## src/rtl/mem16x8_responder.sv

```systemverilog
// Purpose: 16x8 CPU-side memory with a clear/load controller that holds the CPU in reset until contents are valid.
// Latency: reads are combinational in RUN. Writes and load bytes commit on the next rising edge. Clearing takes DEPTH cycles.
// Backpressure: load_ready is high only in LOAD. CPU accesses are ignored outside RUN, and load bytes are ignored outside LOAD.
//
// Ports:
//   clk, reset                 - rising-edge clock; synchronous active-high reset
//   read, write, address       - CPU access strobes and word address
//   memoryIn / memoryOut       - CPU write data / read data (0 when not reading in RUN)
//   load_start                 - request a load session (honoured only in RUN)
//   load_valid/load_data       - load byte stream; load_ready is high while in LOAD
//   load_done                  - one-cycle pulse after the last load byte is accepted
//   cpu_hold                   - keep the CPU in reset (high in CLEAR, in LOAD, and during reset)
//   access_err                 - sticky flag for a read+write conflict in RUN
module mem16x8_responder #(
    parameter int DEPTH      = 16,
    parameter int AW         = 4,
    parameter int DW         = 8,
    parameter int LOAD_WORDS = 16
) (
    input  logic          clk,
    input  logic          reset,
    input  logic          read,
    input  logic          write,
    input  logic [AW-1:0] address,
    input  logic [DW-1:0] memoryIn,
    output logic [DW-1:0] memoryOut,
    input  logic          load_start,
    input  logic          load_valid,
    input  logic [DW-1:0] load_data,
    output logic          load_ready,
    output logic          load_done,
    output logic          cpu_hold,
    output logic          access_err
);

    typedef enum logic [1:0] {
        CLEAR = 2'd0,
        LOAD  = 2'd1,
        RUN   = 2'd2
    } stateT;

    localparam logic [AW-1:0] LAST_ADDR = AW'(DEPTH - 1);
    localparam logic [AW-1:0] LOAD_LAST = AW'(LOAD_WORDS - 1);

    logic [DW-1:0] mem [DEPTH];

    stateT         state, nextState;
    logic [AW-1:0] ptr, nextPtr;
    logic          loadDone, nextLoadDone;
    logic          accessErr, setErr;
    logic          memWe;
    logic [AW-1:0] memWaddr;
    logic [DW-1:0] memWdata;

    // Next-state logic and the single memory write port.
    // CLEAR, LOAD and CPU writes never write in the same cycle, so one port is enough.
    always_comb begin
        nextState    = state;
        nextPtr      = ptr;
        nextLoadDone = 1'b0;
        setErr       = 1'b0;
        memWe        = 1'b0;
        memWaddr     = ptr;
        memWdata     = '0;
        case (state)
            CLEAR: begin
                memWe   = 1'b1;
                nextPtr = ptr + AW'(1);
                if (ptr == LAST_ADDR) begin
                    nextState = RUN;
                    nextPtr   = '0;
                end
            end
            LOAD: begin
                if (load_valid) begin
                    memWe    = 1'b1;
                    memWdata = load_data;
                    nextPtr  = ptr + AW'(1);
                    if (ptr == LOAD_LAST) begin
                        nextState    = RUN;
                        nextPtr      = '0;
                        nextLoadDone = 1'b1;
                    end
                end
            end
            RUN: begin
                // A simultaneous read and write is a CPU protocol error. Only the read is honoured.
                if (read && write) begin
                    setErr = 1'b1;
                end else if (write) begin
                    memWe    = 1'b1;
                    memWaddr = address;
                    memWdata = memoryIn;
                end
                if (load_start) begin
                    nextState = LOAD;
                    nextPtr   = '0;
                end
            end
            default: begin
                nextState = CLEAR;
                nextPtr   = '0;
            end
        endcase
    end

    always_ff @(posedge clk) begin
        if (reset) begin
            state     <= CLEAR;
            ptr       <= '0;
            loadDone  <= 1'b0;
            accessErr <= 1'b0;
        end else begin
            state    <= nextState;
            ptr      <= nextPtr;
            loadDone <= nextLoadDone;
            if (setErr) begin
                accessErr <= 1'b1;
            end
        end
    end

    // Memory is deliberately not written on a reset edge.
    // A discarded partial load is wiped by the CLEAR pass that follows.
    always_ff @(posedge clk) begin
        if (!reset && memWe) begin
            mem[memWaddr] <= memWdata;
        end
    end

    // The reset qualifiers make the outputs correct while reset is held,
    // before the first reset edge has put the state register into CLEAR.
    assign memoryOut  = (state == RUN && read && !reset) ? mem[address] : '0;
    assign load_ready = (state == LOAD) && !reset;
    assign cpu_hold   = reset || (state != RUN);
    assign load_done  = loadDone;
    assign access_err = accessErr;

endmodule
```

## config.mk

```make
export PLATFORM = sky130hd
export DESIGN_NAME = mem16x8_responder
export DESIGN_NICKNAME = d
export VERILOG_FILES = /design/src/rtl/mem16x8_responder.sv
export SDC_FILE = /design/constraint.sdc
export NUM_CORES = 1
export LEC_CHECK = 0
export BUFFER_PORTS_ARGS = -buffer_cell sky130_fd_sc_hd__buf_4
export CELL_PAD_IN_SITES_DETAIL_PLACEMENT = 0
export CELL_PAD_IN_SITES_GLOBAL_PLACEMENT = 1
export CORE_MARGIN = 2
export CORE_UTILIZATION = 45
export CTS_CLUSTER_SIZE = 40
export DETAILED_ROUTE_END_ITERATION = 8
export PLACE_DENSITY = 0.75
export SYNTH_ARGS = -nofsm -noshare
export SYNTH_HDL_FRONTEND = slang
export SYNTH_SLANG_ARGS = --single-unit
```

## constraint.sdc

```tcl
create_clock -name clk -period 3.65 [get_ports clk]
set_input_delay 0.1825 -clock clk [delete_from_list [all_inputs] [get_ports clk]]
set_output_delay 0.1825 -clock clk [all_outputs]
set_load 0.1 [all_outputs]
```

==> impl_metrics.yaml <==
clock_network:
  cts_tree: "built"
  clk_pin_slew_ns: 0.05
  cts_num_sinks: 136
  htree_levels: 4
  clk_latency_ns: 0.41
  ctsHoldBuffers: 0
  cts_inserted_buffers: 17
  cts_buffer_depth: 2
  cts-resized-gates: 0
  root_buffer: "clkbuf_16"
  cts_setup_buffers: 0
pwr:
  power_per_cell_area_nw_per_um2: 510
  p_leak_nw: 2.36
  ir_drop_mv: 0.286
global_route:
  antenna_found_initial: 0
  grt_pass1_wl_mm: 18.1
  grt_pass1_vias: 3032
  gr-total-overflow: 0
  grt_max_degree: 41
  grt_use_total: 0.189
critical_path:
  cp-start-kind: "flop"
  cp_data_arrival_time_ns: 2.97
  path_class: "flop to flop"
  reg2reg_from: "state[0]$_SDFFE_PP0P_"
  crit_start: "state[0]$_SDFFE_PP0P_"
  crit_fanout: 21
  cp.required_ns: 3.68
  reg2regPathDepth: 6
  setup.worst_path.end_class: "flop"
finish:
  layout-drive-gt1-share: 0.312
  final_cell_area_um2: 6750
  n_fill_cell: 999
  mostFrequentLayoutCell: "edfxtp_1"
  most-common-layout-cells: "edfxtp_1 (128), buf_4 (45), nor2_1 (33)"
  nets: 401
  utilization: 0.539
  syn_to_final_growth_pct: 17.5
  n_antenna_cell: 0
worst_hold_path:
  min_from: "write"
  worstHoldPathCells: 3
  hp-class: "input pin to flop"
yosys:
  synth_nets: 350
  synth.area.top_cells: "edfxtp_1 (67%), mux4_2 (7.5%), mux4_1 (3.2%)"
  synth_top_cell_area_share: 0.670
  syn_area_um2: 5740
  ys_seq_area_frac: 0.697
  yosys.area.top_type: "edfxtp_1"
  avgSynthCellArea_um2: 18.1
  yosysWarnings: 0
  ys_ff_latch: 136
  post_synth_num_cell_types: 37
  synth_cells: 318
placement:
  dp_slack_ns: 0.729
  gp_congestion: 0.771
  place_hpwl_mm: 7.96
  portBuffers: 37
  placed_cell_area_um2: 6190
routing:
  wirelength_mm: 11.8
  wire_per_inst_um: 21.4
  viasPerCell: 5.49
  vias: 3036
  post-route-drc-count: 0
  dr.pass1.iters: 4
  ant_nets: 0
  drt_iter0_drc: 344
die:
  initial_utilization: 0.459
  core.rowCount: 41
  die_y_um: 117
  io_pins: 38
  die_width_um: 117
  core-area_um2: 12500
  dieArea_um2: 13700
timing:
  drv_slew: 0
  min_period_ns: 2.93
  worstMarginPinSlew_ns: 0.788
  period_share: 0.803
  max_slew_margin: 0.475
  timing.final.ws_setup_ns: 0.718
  fin_setup_tns_ns: 0
  finalSetupViolCount: 0
  hold_violations: 0
  grt_setup_unrepaired: "no"
  fmax_mhz: 341
  skew_ns: 0.00520
job:
  maxCapViolCount: 0
status:
  status: "complete, no violations"
[worst max-delay path, cell delays in order, from the launching register on]
cell and delay, ns:
dfxtp_1 0.34, inv_1 0.11, ha_1 0.25, and3b_1 0.71
mux2i_1 0.39, nand3_2 0.16, nor2_1 0.59
[per-stage QoR]
step | total power, mW | hold slack [ns] | cells
after floorplan | 1.83 | 0.340 | 318
after global placement | 1.87 | 0.431 | 522
after detailed placement | 1.87 | 0.438 | 522
after CTS | 3.45 | 0.0123 | 553
after global routing | 3.54 | 0.0240 | 553
final | 3.44 | 0.0234 | 553
[power by group]
part / internal, mW / leakage (nW) / total (mW) / switching, mW
clock: 0.996 / 0.274 / 1.60 / 0.608
sequential: 1.70 / 1.36 / 1.71 / 0.00947
combinational: 0.0554 / 0.733 / 0.123 / 0.0674
[area by class of cell]
| type | count | area, µm² | area share |
|---|---|---|---|
| clock buffer | 18 | 429 | 0.0636 |
| multi-input combinational | 164 | 1610 | 0.239 |
| sequential | 136 | 4000 | 0.593 |
| timing repair buffer | 45 | 338 | 0.0501 |
| tap | 172 | 215 | 0.0319 |
| inverter | 5 | 18.8 | 0.00278 |
| clock inverter | 13 | 130 | 0.0193 |
[path summary, 6_finish.rpt]
kind         slack (ns)                 endpoint
max reg2reg        0.72      mem[0][0]$_DFFE_PP_
min                0.02  access_err$_SDFFE_PP0P_
min reg2reg        0.48  access_err$_SDFFE_PP0P_
max                0.72      mem[0][0]$_DFFE_PP_
[cell usage after synthesis (all sizes together)]
cell type,n
buf,10
nor3b,4
dfxtp,8
xnor2,2
nand2b,1
mux2i,12
a21oi,2
nor2,33
o31a,1
edfxtp,128
a22oi,8
nor2b,11
o21ai,3
nand4b,2
a211oi,1
o221ai,6
nor3,4
clkbuf,3
and3b,1
nand3,7
nand2,4
ha,6
o22ai,8
and2,1
mux4,26
a31oi,5
or2,2
inv,5
mux2,14
[sequential cells by signal, summed over array words and instances, names as in the netlist]
| register | count |
|---|---|
| load_done | 1 |
| ptr | 4 |
| access_err | 1 |
| state | 2 |
| mem | 128 |
[layer usage]
layer | GRT usage | wire [µm] | part of all wire | vias to the layer above
met5 | 0 | 0 | 0 | -
met4 | 0.0800 | 208 | 0.018 | 0
met3 | 0.0443 | 611 | 0.052 | 16
met2 | 0.276 | 5450 | 0.46 | 119
met1 | 0.276 | 5580 | 0.47 | 1518
li1 | - | - | - | 1383
[logic make-up after synthesis]
logic type | count (synthesis) | share of synthesized area
xor gates and xnor gates | 2 | 0.00305
DFF | 136 | 0.697
muxes | 52 | 0.155
buffers and inverters | 18 | 0.0216
adders and majority gates | 6 | 0.0131
AOI/OAI and AO/OA | 34 | 0.0456
and+or+nand+nor | 70 | 0.0643
(Power assumes the default switching activity.)
